==> src/rtl/decode_control_stage_if.sv <==
// IF/ID -> ID/EX bus for the decode/control stage. The stage is the slave:
// it consumes the IF/ID side and drives the ID/EX register and stall line.
interface decode_control_stage_if #(
  parameter int XLEN  = 32,
  parameter int CNT_W = 16
);
  logic             ifIdValid;
  logic [31:0]      ifIdInstruction;
  logic [XLEN-1:0]  ifIdPc;
  logic             flush;
  logic             holdIn;
  logic             stallRequest;
  logic             idExValid;
  logic [XLEN-1:0]  idExPc;
  logic [4:0]       idExRs1, idExRs2, idExRd;
  logic [2:0]       idExFunct3;
  logic             pcUpdate, memoryReadEnable, memoryWriteEnable, registerWriteEnable;
  logic             pcAdderSrc, writeBackFromAluOrMemory;
  logic [1:0]       aluSrc1, aluSrc2;
  logic [3:0]       aluOperation;
  logic             illegalInstruction;
  logic [CNT_W-1:0] bubbleCount;

  modport master (
    output ifIdValid, ifIdInstruction, ifIdPc, flush, holdIn,
    input  stallRequest, idExValid, idExPc, idExRs1, idExRs2, idExRd, idExFunct3,
           pcUpdate, memoryReadEnable, memoryWriteEnable, registerWriteEnable,
           pcAdderSrc, writeBackFromAluOrMemory, aluSrc1, aluSrc2, aluOperation,
           illegalInstruction, bubbleCount
  );

  modport slave (
    input  ifIdValid, ifIdInstruction, ifIdPc, flush, holdIn,
    output stallRequest, idExValid, idExPc, idExRs1, idExRs2, idExRd, idExFunct3,
           pcUpdate, memoryReadEnable, memoryWriteEnable, registerWriteEnable,
           pcAdderSrc, writeBackFromAluOrMemory, aluSrc1, aluSrc2, aluOperation,
           illegalInstruction, bubbleCount
  );
endinterface

==> src/rtl/decode_control_stage.sv <==
// Decode/control stage: decodes the IF/ID instruction and latches control plus
// operand fields into the ID/EX register. Handles load-use bubbles, flush,
// downstream hold, illegal opcodes, optional M-extension and a bubble counter.
module decode_control_stage #(
  parameter int XLEN        = 32,
  parameter int ENABLE_MEXT = 1,
  parameter int CNT_W       = 16
) (
  input  logic clock,
  input  logic reset,
  decode_control_stage_if.slave bus
);
  localparam logic [6:0] OP_R     = 7'b0110011;
  localparam logic [6:0] OP_I     = 7'b0010011;
  localparam logic [6:0] OP_LOAD  = 7'b0000011;
  localparam logic [6:0] OP_S     = 7'b0100011;
  localparam logic [6:0] OP_B     = 7'b1100011;
  localparam logic [6:0] OP_JAL   = 7'b1101111;
  localparam logic [6:0] OP_JALR  = 7'b1100111;
  localparam logic [6:0] OP_LUI   = 7'b0110111;
  localparam logic [6:0] OP_AUIPC = 7'b0010111;

  typedef struct packed {
    logic            valid;
    logic [XLEN-1:0] pc;
    logic [4:0]      rs1, rs2, rd;
    logic [2:0]      funct3;
    logic            pcUpdate, memRd, memWr, regWr, pcAdderSrc, wbMem;
    logic [1:0]      aluSrc1, aluSrc2;
    logic [3:0]      aluOp;
    logic            illegal;
  } idex_t;

  idex_t            idex_q, idex_d, dec;
  logic [CNT_W-1:0] cnt_q, cnt_d;
  logic             rs1Used, rs2Used, loadUse;

  logic [6:0] opcode;
  logic [6:0] funct7;
  logic [4:0] rs1, rs2, rd;
  assign opcode = bus.ifIdInstruction[6:0];
  assign rd     = bus.ifIdInstruction[11:7];
  assign rs1    = bus.ifIdInstruction[19:15];
  assign rs2    = bus.ifIdInstruction[24:20];
  assign funct7 = bus.ifIdInstruction[31:25];

  // Per-class control decode; a non-valid IF/ID slot decodes to a bubble.
  always_comb begin
    dec     = '0;
    rs1Used = 1'b0;
    rs2Used = 1'b0;
    case (opcode)
      OP_R: begin
        rs1Used = 1'b1;
        rs2Used = 1'b1;
        if (funct7 == 7'b0000001) begin
          if (ENABLE_MEXT != 0) begin
            dec.regWr = 1'b1;
            dec.aluOp = 4'd8;
          end else begin
            dec.illegal = 1'b1;
          end
        end else begin
          dec.regWr = 1'b1;
          dec.aluOp = 4'd2;
        end
      end
      OP_I: begin
        rs1Used = 1'b1;
        dec.regWr = 1'b1; dec.aluSrc2 = 2'b01; dec.aluOp = 4'd3;
      end
      OP_LOAD: begin
        rs1Used = 1'b1;
        dec.memRd = 1'b1; dec.regWr = 1'b1; dec.wbMem = 1'b1;
        dec.aluSrc2 = 2'b01; dec.aluOp = 4'd0;
      end
      OP_S: begin
        rs1Used = 1'b1;
        rs2Used = 1'b1;
        dec.memWr = 1'b1; dec.aluSrc2 = 2'b01; dec.aluOp = 4'd0;
      end
      OP_B: begin
        rs1Used = 1'b1;
        rs2Used = 1'b1;
        dec.pcUpdate = 1'b1; dec.aluOp = 4'd1;
      end
      OP_JAL: begin
        dec.pcUpdate = 1'b1; dec.regWr = 1'b1;
        dec.aluSrc1 = 2'b01; dec.aluSrc2 = 2'b10; dec.aluOp = 4'd4;
      end
      OP_JALR: begin
        rs1Used = 1'b1;
        dec.pcUpdate = 1'b1; dec.pcAdderSrc = 1'b1; dec.regWr = 1'b1;
        dec.aluSrc1 = 2'b01; dec.aluSrc2 = 2'b10; dec.aluOp = 4'd5;
      end
      OP_LUI: begin
        dec.regWr = 1'b1; dec.aluSrc1 = 2'b10; dec.aluSrc2 = 2'b01; dec.aluOp = 4'd6;
      end
      OP_AUIPC: begin
        dec.regWr = 1'b1; dec.aluSrc1 = 2'b01; dec.aluSrc2 = 2'b01; dec.aluOp = 4'd7;
      end
      default: dec.illegal = 1'b1;
    endcase
    // x0 is never a real destination.
    if (rd == 5'd0) dec.regWr = 1'b0;
    dec.valid  = 1'b1;
    dec.pc     = bus.ifIdPc;
    dec.rs1    = rs1;
    dec.rs2    = rs2;
    dec.rd     = rd;
    dec.funct3 = bus.ifIdInstruction[14:12];
    if (!bus.ifIdValid) dec = '0;
  end

  // Load in ID/EX whose rd feeds a source actually read by the IF/ID instruction.
  assign loadUse = idex_q.valid & idex_q.memRd & (idex_q.rd != 5'd0) & bus.ifIdValid &
                   ((rs1Used & (rs1 == idex_q.rd)) | (rs2Used & (rs2 == idex_q.rd)));

  assign bus.stallRequest = bus.holdIn | (loadUse & ~bus.flush);

  // Next-state selection: flush > hold > load-use bubble > normal load.
  always_comb begin
    idex_d = idex_q;
    cnt_d  = cnt_q;
    if (bus.flush) begin
      idex_d = '0;
    end else if (bus.holdIn) begin
      idex_d = idex_q;
    end else if (loadUse) begin
      idex_d = '0;
      if (cnt_q != '1) cnt_d = cnt_q + CNT_W'(1);
    end else begin
      idex_d = dec;
    end
  end

  // ID/EX pipeline register and bubble counter with synchronous reset.
  always_ff @(posedge clock) begin
    if (reset) begin
      idex_q <= '0;
      cnt_q  <= '0;
    end else begin
      idex_q <= idex_d;
      cnt_q  <= cnt_d;
    end
  end

  assign bus.idExValid                = idex_q.valid;
  assign bus.idExPc                   = idex_q.pc;
  assign bus.idExRs1                  = idex_q.rs1;
  assign bus.idExRs2                  = idex_q.rs2;
  assign bus.idExRd                   = idex_q.rd;
  assign bus.idExFunct3               = idex_q.funct3;
  assign bus.pcUpdate                 = idex_q.pcUpdate;
  assign bus.memoryReadEnable         = idex_q.memRd;
  assign bus.memoryWriteEnable        = idex_q.memWr;
  assign bus.registerWriteEnable      = idex_q.regWr;
  assign bus.pcAdderSrc               = idex_q.pcAdderSrc;
  assign bus.writeBackFromAluOrMemory = idex_q.wbMem;
  assign bus.aluSrc1                  = idex_q.aluSrc1;
  assign bus.aluSrc2                  = idex_q.aluSrc2;
  assign bus.aluOperation             = idex_q.aluOp;
  assign bus.illegalInstruction       = idex_q.illegal;
  assign bus.bubbleCount              = cnt_q;
endmodule

==> src/flat_wrapper.sv <==
// flat-port wrapper written by rule: the top's interface ports become plain ports
module decode_control_stage_flat 
#(
  parameter int XLEN        = 32,
  parameter int ENABLE_MEXT = 1,
  parameter int CNT_W       = 16
)
  (clock, reset, bus_ifIdValid, bus_ifIdInstruction, bus_ifIdPc, bus_flush, bus_holdIn, bus_stallRequest, bus_idExValid, bus_idExPc, bus_idExRs1, bus_idExRs2, bus_idExRd, bus_idExFunct3, bus_pcUpdate, bus_memoryReadEnable, bus_memoryWriteEnable, bus_registerWriteEnable, bus_pcAdderSrc, bus_writeBackFromAluOrMemory, bus_aluSrc1, bus_aluSrc2, bus_aluOperation, bus_illegalInstruction, bus_bubbleCount);
  decode_control_stage_if #(.XLEN(XLEN), .CNT_W(CNT_W)) bus_i ();
  input  logic clock;
  input  logic reset;
  input wire logic [$bits(bus_i.ifIdValid)-1:0] bus_ifIdValid;
  input wire logic [$bits(bus_i.ifIdInstruction)-1:0] bus_ifIdInstruction;
  input wire logic [$bits(bus_i.ifIdPc)-1:0] bus_ifIdPc;
  input wire logic [$bits(bus_i.flush)-1:0] bus_flush;
  input wire logic [$bits(bus_i.holdIn)-1:0] bus_holdIn;
  output wire logic [$bits(bus_i.stallRequest)-1:0] bus_stallRequest;
  output wire logic [$bits(bus_i.idExValid)-1:0] bus_idExValid;
  output wire logic [$bits(bus_i.idExPc)-1:0] bus_idExPc;
  output wire logic [$bits(bus_i.idExRs1)-1:0] bus_idExRs1;
  output wire logic [$bits(bus_i.idExRs2)-1:0] bus_idExRs2;
  output wire logic [$bits(bus_i.idExRd)-1:0] bus_idExRd;
  output wire logic [$bits(bus_i.idExFunct3)-1:0] bus_idExFunct3;
  output wire logic [$bits(bus_i.pcUpdate)-1:0] bus_pcUpdate;
  output wire logic [$bits(bus_i.memoryReadEnable)-1:0] bus_memoryReadEnable;
  output wire logic [$bits(bus_i.memoryWriteEnable)-1:0] bus_memoryWriteEnable;
  output wire logic [$bits(bus_i.registerWriteEnable)-1:0] bus_registerWriteEnable;
  output wire logic [$bits(bus_i.pcAdderSrc)-1:0] bus_pcAdderSrc;
  output wire logic [$bits(bus_i.writeBackFromAluOrMemory)-1:0] bus_writeBackFromAluOrMemory;
  output wire logic [$bits(bus_i.aluSrc1)-1:0] bus_aluSrc1;
  output wire logic [$bits(bus_i.aluSrc2)-1:0] bus_aluSrc2;
  output wire logic [$bits(bus_i.aluOperation)-1:0] bus_aluOperation;
  output wire logic [$bits(bus_i.illegalInstruction)-1:0] bus_illegalInstruction;
  output wire logic [$bits(bus_i.bubbleCount)-1:0] bus_bubbleCount;
  assign bus_i.ifIdValid = bus_ifIdValid;
  assign bus_i.ifIdInstruction = bus_ifIdInstruction;
  assign bus_i.ifIdPc = bus_ifIdPc;
  assign bus_i.flush = bus_flush;
  assign bus_i.holdIn = bus_holdIn;
  assign bus_stallRequest = bus_i.stallRequest;
  assign bus_idExValid = bus_i.idExValid;
  assign bus_idExPc = bus_i.idExPc;
  assign bus_idExRs1 = bus_i.idExRs1;
  assign bus_idExRs2 = bus_i.idExRs2;
  assign bus_idExRd = bus_i.idExRd;
  assign bus_idExFunct3 = bus_i.idExFunct3;
  assign bus_pcUpdate = bus_i.pcUpdate;
  assign bus_memoryReadEnable = bus_i.memoryReadEnable;
  assign bus_memoryWriteEnable = bus_i.memoryWriteEnable;
  assign bus_registerWriteEnable = bus_i.registerWriteEnable;
  assign bus_pcAdderSrc = bus_i.pcAdderSrc;
  assign bus_writeBackFromAluOrMemory = bus_i.writeBackFromAluOrMemory;
  assign bus_aluSrc1 = bus_i.aluSrc1;
  assign bus_aluSrc2 = bus_i.aluSrc2;
  assign bus_aluOperation = bus_i.aluOperation;
  assign bus_illegalInstruction = bus_i.illegalInstruction;
  assign bus_bubbleCount = bus_i.bubbleCount;
  decode_control_stage #(.XLEN(XLEN), .ENABLE_MEXT(ENABLE_MEXT), .CNT_W(CNT_W)) u_core (.clock(clock), .reset(reset), .bus(bus_i));
endmodule
==> config.mk <==
export PLATFORM = sky130hd
export DESIGN_NAME = decode_control_stage_flat
export DESIGN_NICKNAME = d
export VERILOG_FILES = /design/src/rtl/decode_control_stage_if.sv /design/src/rtl/decode_control_stage.sv /design/src/flat_wrapper.sv
export SDC_FILE = /design/constraint.sdc
export NUM_CORES = 1
export LEC_CHECK = 0
export BUFFER_PORTS_ARGS = -buffer_cell sky130_fd_sc_hd__buf_2
export CORE_MARGIN = 3
export CORE_UTILIZATION = 52
export CTS_BUF_LIST = sky130_fd_sc_hd__clkbuf_4
export DETAILED_ROUTE_END_ITERATION = 16
export HOLD_SLACK_MARGIN = 0.08
export PLACE_DENSITY = 0.87
export SYNTH_ARGS = -nofsm -noshare
export SYNTH_HDL_FRONTEND = slang
export SYNTH_SLANG_ARGS = --single-unit
==> constraint.sdc <==
create_clock -name clock -period 3.4 [get_ports clock]
set_input_delay 0.68 -clock clock [delete_from_list [all_inputs] [get_ports clock]]
set_output_delay 0.68 -clock clock [all_outputs]
set_load 0.02 [all_outputs]
==> After elaboration in Yosys (flattened, before gate mapping) <==
Cells that the tools add are included.
{ "totals": {"reg_bits": 82, "input_bits": 69, "output_inout_bits": 83, "elab_cells": 69} }
{ "op_classes": {"n_addsub": 1, "eq_ne": 13, "mux": 15, "bitwise": 11, "n_reduce_logical": 12} }
{ "ops": {"columns": ["operator", "n"], "rows": [
  ["$mux W66", 2],
  ["$pmux W4 S7", 1],
  ["$eq A7 B6 Y1 const B", 3],
  ["$eq A7 B7 Y1 const B", 3],
  ["$add A16 B1 Y16 const B", 1],
  ["$ne A16 B16 Y1 const B", 1],
  ["$eq A7 B5 Y1 const B", 2],
  ["$eq A5 B5 Y1", 2],
  ["$mux W1", 9],
  ["$reduce_or A3 Y1", 3],
  ["$reduce_or A9 Y1", 1],
  ["$pmux W2 S2", 2],
  ["$and A1 B1 Y1", 7],
  ["$eq A7 B1 Y1 const B", 1],
  ["$eq A7 B2 Y1 const B", 1],
  ["$reduce_or A7 Y1", 1],
  ["$reduce_or A6 Y1", 1],
  ["$logic_not A5 Y1", 1],
  ["$reduce_bool A5 Y1", 1],
  ["$reduce_or A5 Y1", 1],
  ["$mux W4", 1],
  ["$reduce_and A4 Y1", 1],
  ["$reduce_or A2 Y1", 2],
  ["$not A1 Y1", 2],
  ["$or A1 B1 Y1", 2]
]} }

==> Longest topological paths before layout <==
{ "depth": {"depth_word": 8, "depth_mapped": 9, "ltp_nobuf": 7} }

==> Worst setup path before layout <==
OpenSTA, ideal clock, no wires.
{ "synth_path": {"path_type": "input to output", "startpoint": "input bus_ifIdInstruction[2]", "endpoint": "output bus_stallRequest", "t_arrival_ps": 1907, "required_ps": 2720, "path_slack_ps": 813, "path_stages": 6, "path_buffers": 1, "path_cell_list": "buf_4 -> nor2b_4 -> nand3_2 -> nor4_4 -> o21ai_2 -> o21bai_1"} }
{ "synth_between": {"elab_chain_cells": 8, "word_cells_on_any_way": 16, "classes_between": "eq/ne: 6; mux: 2; bitwise: 6; reduce/logical: 2"} }
{ "synth_rtl": {"columns": ["element", "line_no", "rtl"], "rows": [
  ["start, declared", "flat_wrapper.sv:13", "input wire logic [$bits(bus_i.ifIdInstruction)-1:0] bus_ifIdInstruction;"],
  ["$eq A7 B7 Y1 (tied with other cells)", "decode_control_stage.sv:52", "case (opcode)"],
  ["$reduce_or A6 Y1 (no line) or $reduce_or A3 Y1 (tied branches)", null, null],
  ["$mux W1", "decode_control_stage.sv:52", null],
  ["$and A1 B1 Y1", "decode_control_stage.sv:117", "((rs1Used & (rs1 == idex_q.rd)) | (rs2Used & (rs2 == idex_q.rd)));"],
  ["$or A1 B1 Y1 *", "decode_control_stage.sv:117", null],
  ["$and A1 B1 Y1 *", "decode_control_stage.sv:116", "assign loadUse = idex_q.valid & idex_q.memRd & (idex_q.rd != 5'd0) & bus.ifIdValid &"],
  ["$and A1 B1 Y1 *", "decode_control_stage.sv:119", "assign bus.stallRequest = bus.holdIn | (loadUse & ~bus.flush);"],
  ["$or A1 B1 Y1 *", "decode_control_stage.sv:119", null],
  ["end, declared", "flat_wrapper.sv:17", "output wire logic [$bits(bus_i.stallRequest)-1:0] bus_stallRequest;"]
]} }
Every way passes the cells marked *; elsewhere a longest branch is shown, timed or not.

==> Final worst setup path <==
{ "layout_path": {"startpoint": "register u_core.idex_q, in the netlist u_core.bus.idExRd[2]", "endpoint": "output bus_stallRequest"} }
{ "layout_between": {"elab_chain_cells": 6, "word_cells_on_any_way": 11, "classes_between": "eq/ne: 2; bitwise: 8; reduce/logical: 1"} }
{ "layout_rtl": {"columns": ["element", "line_no", "rtl"], "rows": [
  ["start, declared", "decode_control_stage.sv:34", "idex_t idex_q, idex_d, dec;"],
  ["start signal, assigned", "decode_control_stage.sv:143", "idex_q <= idex_d;"],
  ["$eq A5 B5 Y1 or $reduce_bool A5 Y1 (tied branches)", "decode_control_stage.sv:117, decode_control_stage.sv:116", null],
  ["$and A1 B1 Y1 (on tied branches)", "decode_control_stage.sv:117, decode_control_stage.sv:116", null],
  ["$or A1 B1 Y1 or $and A1 B1 Y1 (tied branches)", "decode_control_stage.sv:117, decode_control_stage.sv:116", null],
  ["$and A1 B1 Y1 *", "decode_control_stage.sv:116", null],
  ["$and A1 B1 Y1 *", "decode_control_stage.sv:119", null],
  ["$or A1 B1 Y1 *", "decode_control_stage.sv:119", null]
]} }
Marked as above.

==> summary.md <==
| Metric | Value |
|---|---|
| Status | finished, final reports clean |
| Nets | 544 |
| Cell count after synthesis | 331 |
| TNS Setup | 0 ns |
| Skew final | 0.01164 ns |
| Hold Path End | u_core.bus.idExPc[27] |
| Startpoint Class | flip-flop |
| Clock root cell | clkbuf_4 |
| Worst slew pin tran | 0.6232 ns |
| Hold depth | 2 |
| Drt via density | 5.611 |
| Area Overhead vs Synth | 26.66% |
| Cells on worst reg2reg path | 7 |
| Count of input and output buffers | 151 |
| First drt pass iteration count | 4 |
| Leak | 1.928 nW |
| Family with the most delay on the worst path | flip-flops |
| Top cell type by total area after synthesis | dfxtp_1 |
| Final Cell Area | 4214 sq um |
| Reg2Reg Capture Point | u_core.bus.idExPc[16] |
| Starting Density | 0.5489 |
| Layout cell share with drive strength beyond 1 | 0.3787 |
| Critical-path cell list | xnor2_4 -> nand3_2 -> nor4_4 -> o21ai_2 -> o21bai_1 -> buf_2 |
| Max VDD drop | 0.0003179 V |
| Number of remaining DRC errors | 0 |
| CP Capture Type | primary output |
| Syn Nets | 401 |
| Critical Setup Path Class | flip-flop to primary output |
| Crit path largest cell delay | 0.54 ns |
| Fillers | 495 |
| Die area | 7393 sq um |
| RSZ-0062 raised after global routing | no |
| CTS tree | yes |
| Slowest stage cell, crit path | dfxtp_1 |
| Ys async rst share | 0 |
| FP Rows | 28 |
| Post-DP HPWL | 6757 um |
| Antenna Nets Post-Route | 0 |
| Fin crit share | 0.8145 |
| Final Hold Fails | 0 |
| Fmax | 0.3611 GHz |
| CP max FO | 7 |
| Synth area leaders | dfxtp_1 (49%), a22o_1 (14%), a21oi_1 (2.7%), o21ai_0 (2.6%), nand3_1 (2.4%) |
| Worst reg2reg setup slack | 0.94 ns |
| Synth top cells by count | dfxtp_1 (81), a22o_1 (54), nand2_1 (21) |
| Hold crit path type | input pin to flip-flop |
| Cts bufs inserted | 9 |
| Count of unique library cells instantiated by Yosys | 46 |
| Final min period | 2.769 ns |
| WP buf/inv | 1 |
| Number of synthesized flops with an enable pin | 0 |
| Clk Latency, worst-skew pair | 0.42 ns |
| YS warnings | 0 |
| Pin count of the biggest net entering global routing | 36 |
| Top FF cell, synth | dfxtp_1 |
| RePlAce Congestion | 0.9467 |
| Final setup vio count | 0 |
| H-tree levels | 3 |
| First-pass GRT wire length | 14320 um |
| PD cells | 418.2 nW/um^2 |
| Max Root-Sink Buffers | 2 |
| RR Startpoint | u_core.bus.idExRd[2] |
| Drt total wl | 9044 um |
| Slew Limit Fails | 0 |
| Cts repair resizes | 0 |
| Hold Crit Start | bus_ifIdPc[27] |
| Clock sinks | 81 |
| Post-CTS setup buffers | 0 |
| Number of synthesized register bits | 81 |
| Area share of the largest cell type after synthesis | 0.4874 |
| Avg Cell Area, Syn | 10.05 sq um |
| Post-synthesis sequential area ratio | 0.4874 |
| Initial DRC count | 152 |
| Vias in the first global route | 3073 |
| Multi-input gate area | 1541 sq um |
| CP required | 2.72 ns |
| Gr ovfl total | 0 |
| Routed WL per cell | 16.35 um |
| Reg area | 1622 sq um |
| Die height | 85.99 um |
| Initial antenna violation count | 0 |
| Ant diodes | 0 |
| Mapped cell area | 3327 sq um |
| Clk slew on worst S/H paths | 0.13 ns |
| Core Area | 6061 sq um |
| Global-route usage over all layers | 0.2446 |
| Rel. slew slack | 0.5845 |
| Die Span X | 85.99 um |
| Routed vias | 3103 |
| Cell with the most instances after synthesis | dfxtp_1 |
| Post-CTS Hold Fix Bufs | 0 |
| Placed Area | 4054 sq um |
| Max_cap viols | 0 |
| IO Pins | 152 |
| CP Data Arrival Time | 2.09 ns |
==> cells by family after synthesis <==
| group | count (synthesis) | synth area share |
|---|---|---|
| AND/OR/NAND/NOR | 102 | 0.1798 |
| adder cells (fa/ha/maj) | 1 | 0.003760 |
| XOR/XNOR | 9 | 0.02934 |
| flip-flops | 81 | 0.4874 |
| AO/OA/AOI/OAI | 108 | 0.2399 |
| multiplexers | 3 | 0.009778 |
| buffers and inverters | 27 | 0.05002 |
==> per-layer routing <==
| metal | vias to the layer above | track usage | wire length (um) |
|---|---|---|---|
| met3 | 18 | 0.06148 | 666 |
| li1 | 1527 | - | - |
| met5 | - | 0 | 0 |
| met2 | 122 | 0.4029 | 4405 |
| met1 | 1436 | 0.3026 | 3811 |
| met4 | 0 | 0.1050 | 160 |
==> layout make-up <==
cell class	instances	share of cell area
sequential	81	0.3848
multi-input combinational	223	0.3658
timing repair buffer	154	0.1847
tap	75	0.02227
clock inverter	6	0.02197
clock buffer	9	0.01603
inverter	5	0.004454
==> worst max path at each step <==
stage | start | endpoint | slack (ns) | cells past startpoint
5_1_grt | u_core.bus.idExRd[2] | bus_stallRequest | 0.49 | 6
6_report | u_core.bus.idExRd[2] | bus_stallRequest | 0.63 | 6
3_3_place_gp | bus_ifIdInstruction[6] | u_core.bus.idExPc[17] | 0.70 | 8
4_1_cts | u_core.bus.idExRd[2] | bus_stallRequest | 0.60 | 6
2_1_floorplan | bus_ifIdInstruction[2] | bus_stallRequest | 0.81 | 6
3_5_place_dp | bus_ifIdInstruction[6] | u_core.bus.idExPc[19] | 0.64 | 8
==> registers in the layout, summed over array words and instances (netlist names) <==
| name | flops |
|---|---|
| u_core.bus.aluOperation | 4 |
| u_core.bus.aluSrc1 | 2 |
| u_core.bus.aluSrc2 | 2 |
| u_core.bus.bubbleCount | 16 |
| u_core.bus.idExFunct3 | 3 |
| u_core.bus.idExPc | 32 |
| u_core.bus.idExRd | 5 |
| u_core.bus.idExRs1 | 5 |
| u_core.bus.idExRs2 | 5 |
| u_core.bus.idExValid | 1 |
| u_core.bus.illegalInstruction | 1 |
| u_core.bus.memoryReadEnable | 1 |
| u_core.bus.memoryWriteEnable | 1 |
| u_core.bus.pcAdderSrc | 1 |
| u_core.bus.pcUpdate | 1 |
| u_core.bus.registerWriteEnable | 1 |
==> cell usage in the layout, fill, tap and decap left out, types with 6 or more instances in the layout <==
cell type,Yosys,layout
nand2b_1,6,6
nand2_1,21,21
a22o_1,54,54
nor2_1,10,10
or3_1,6,6
nand4_1,7,7
clkbuf_4,0,9
o31ai_1,10,10
nand3_1,16,16
a21oi_1,18,18
o21ai_0,17,17
xnor2_1,6,6
buf_2,1,151
dfxtp_1,81,81
or4_1,8,8
==> worst reg2reg max path: cells and delay by family (launching register included) <==
kind | cells | cell delay, ns
AO/OA/AOI/OAI | 2 | 0.41
XOR/XNOR | 1 | 0.16
buffers and inverters | 1 | 0.32
flip-flops | 1 | 0.54
AND/OR/NAND/NOR | 3 | 0.98
==> report_power, final <==
part	internal, mW	switching (mW)	leakage (nW)	total, mW
clock network	0.298	0.339	0.0786	0.637
registers	0.962	0.00921	0.655	0.971
logic	0.0662	0.0878	1.19	0.154
==> per-stage QoR <==
stage / utilization / total power [mW] / instances / hold WS (ns) / worst slack [ns]
floorplan: - / 1.076 / 331 / 0.5320 / 0.8127
global route: 0.6953 / 1.829 / 553 / 0.4448 / 0.4931
CTS: 0.6953 / 1.772 / 553 / 0.4428 / 0.5982
global placement: 0.6689 / 1.141 / 538 / 0.4325 / 0.7007
finish: 0.6953 / 1.762 / 553 / 0.4650 / 0.6308
detailed placement: 0.6689 / 1.145 / 538 / 0.4450 / 0.6368
No activity file was read; power rests on OpenSTA's default activity.
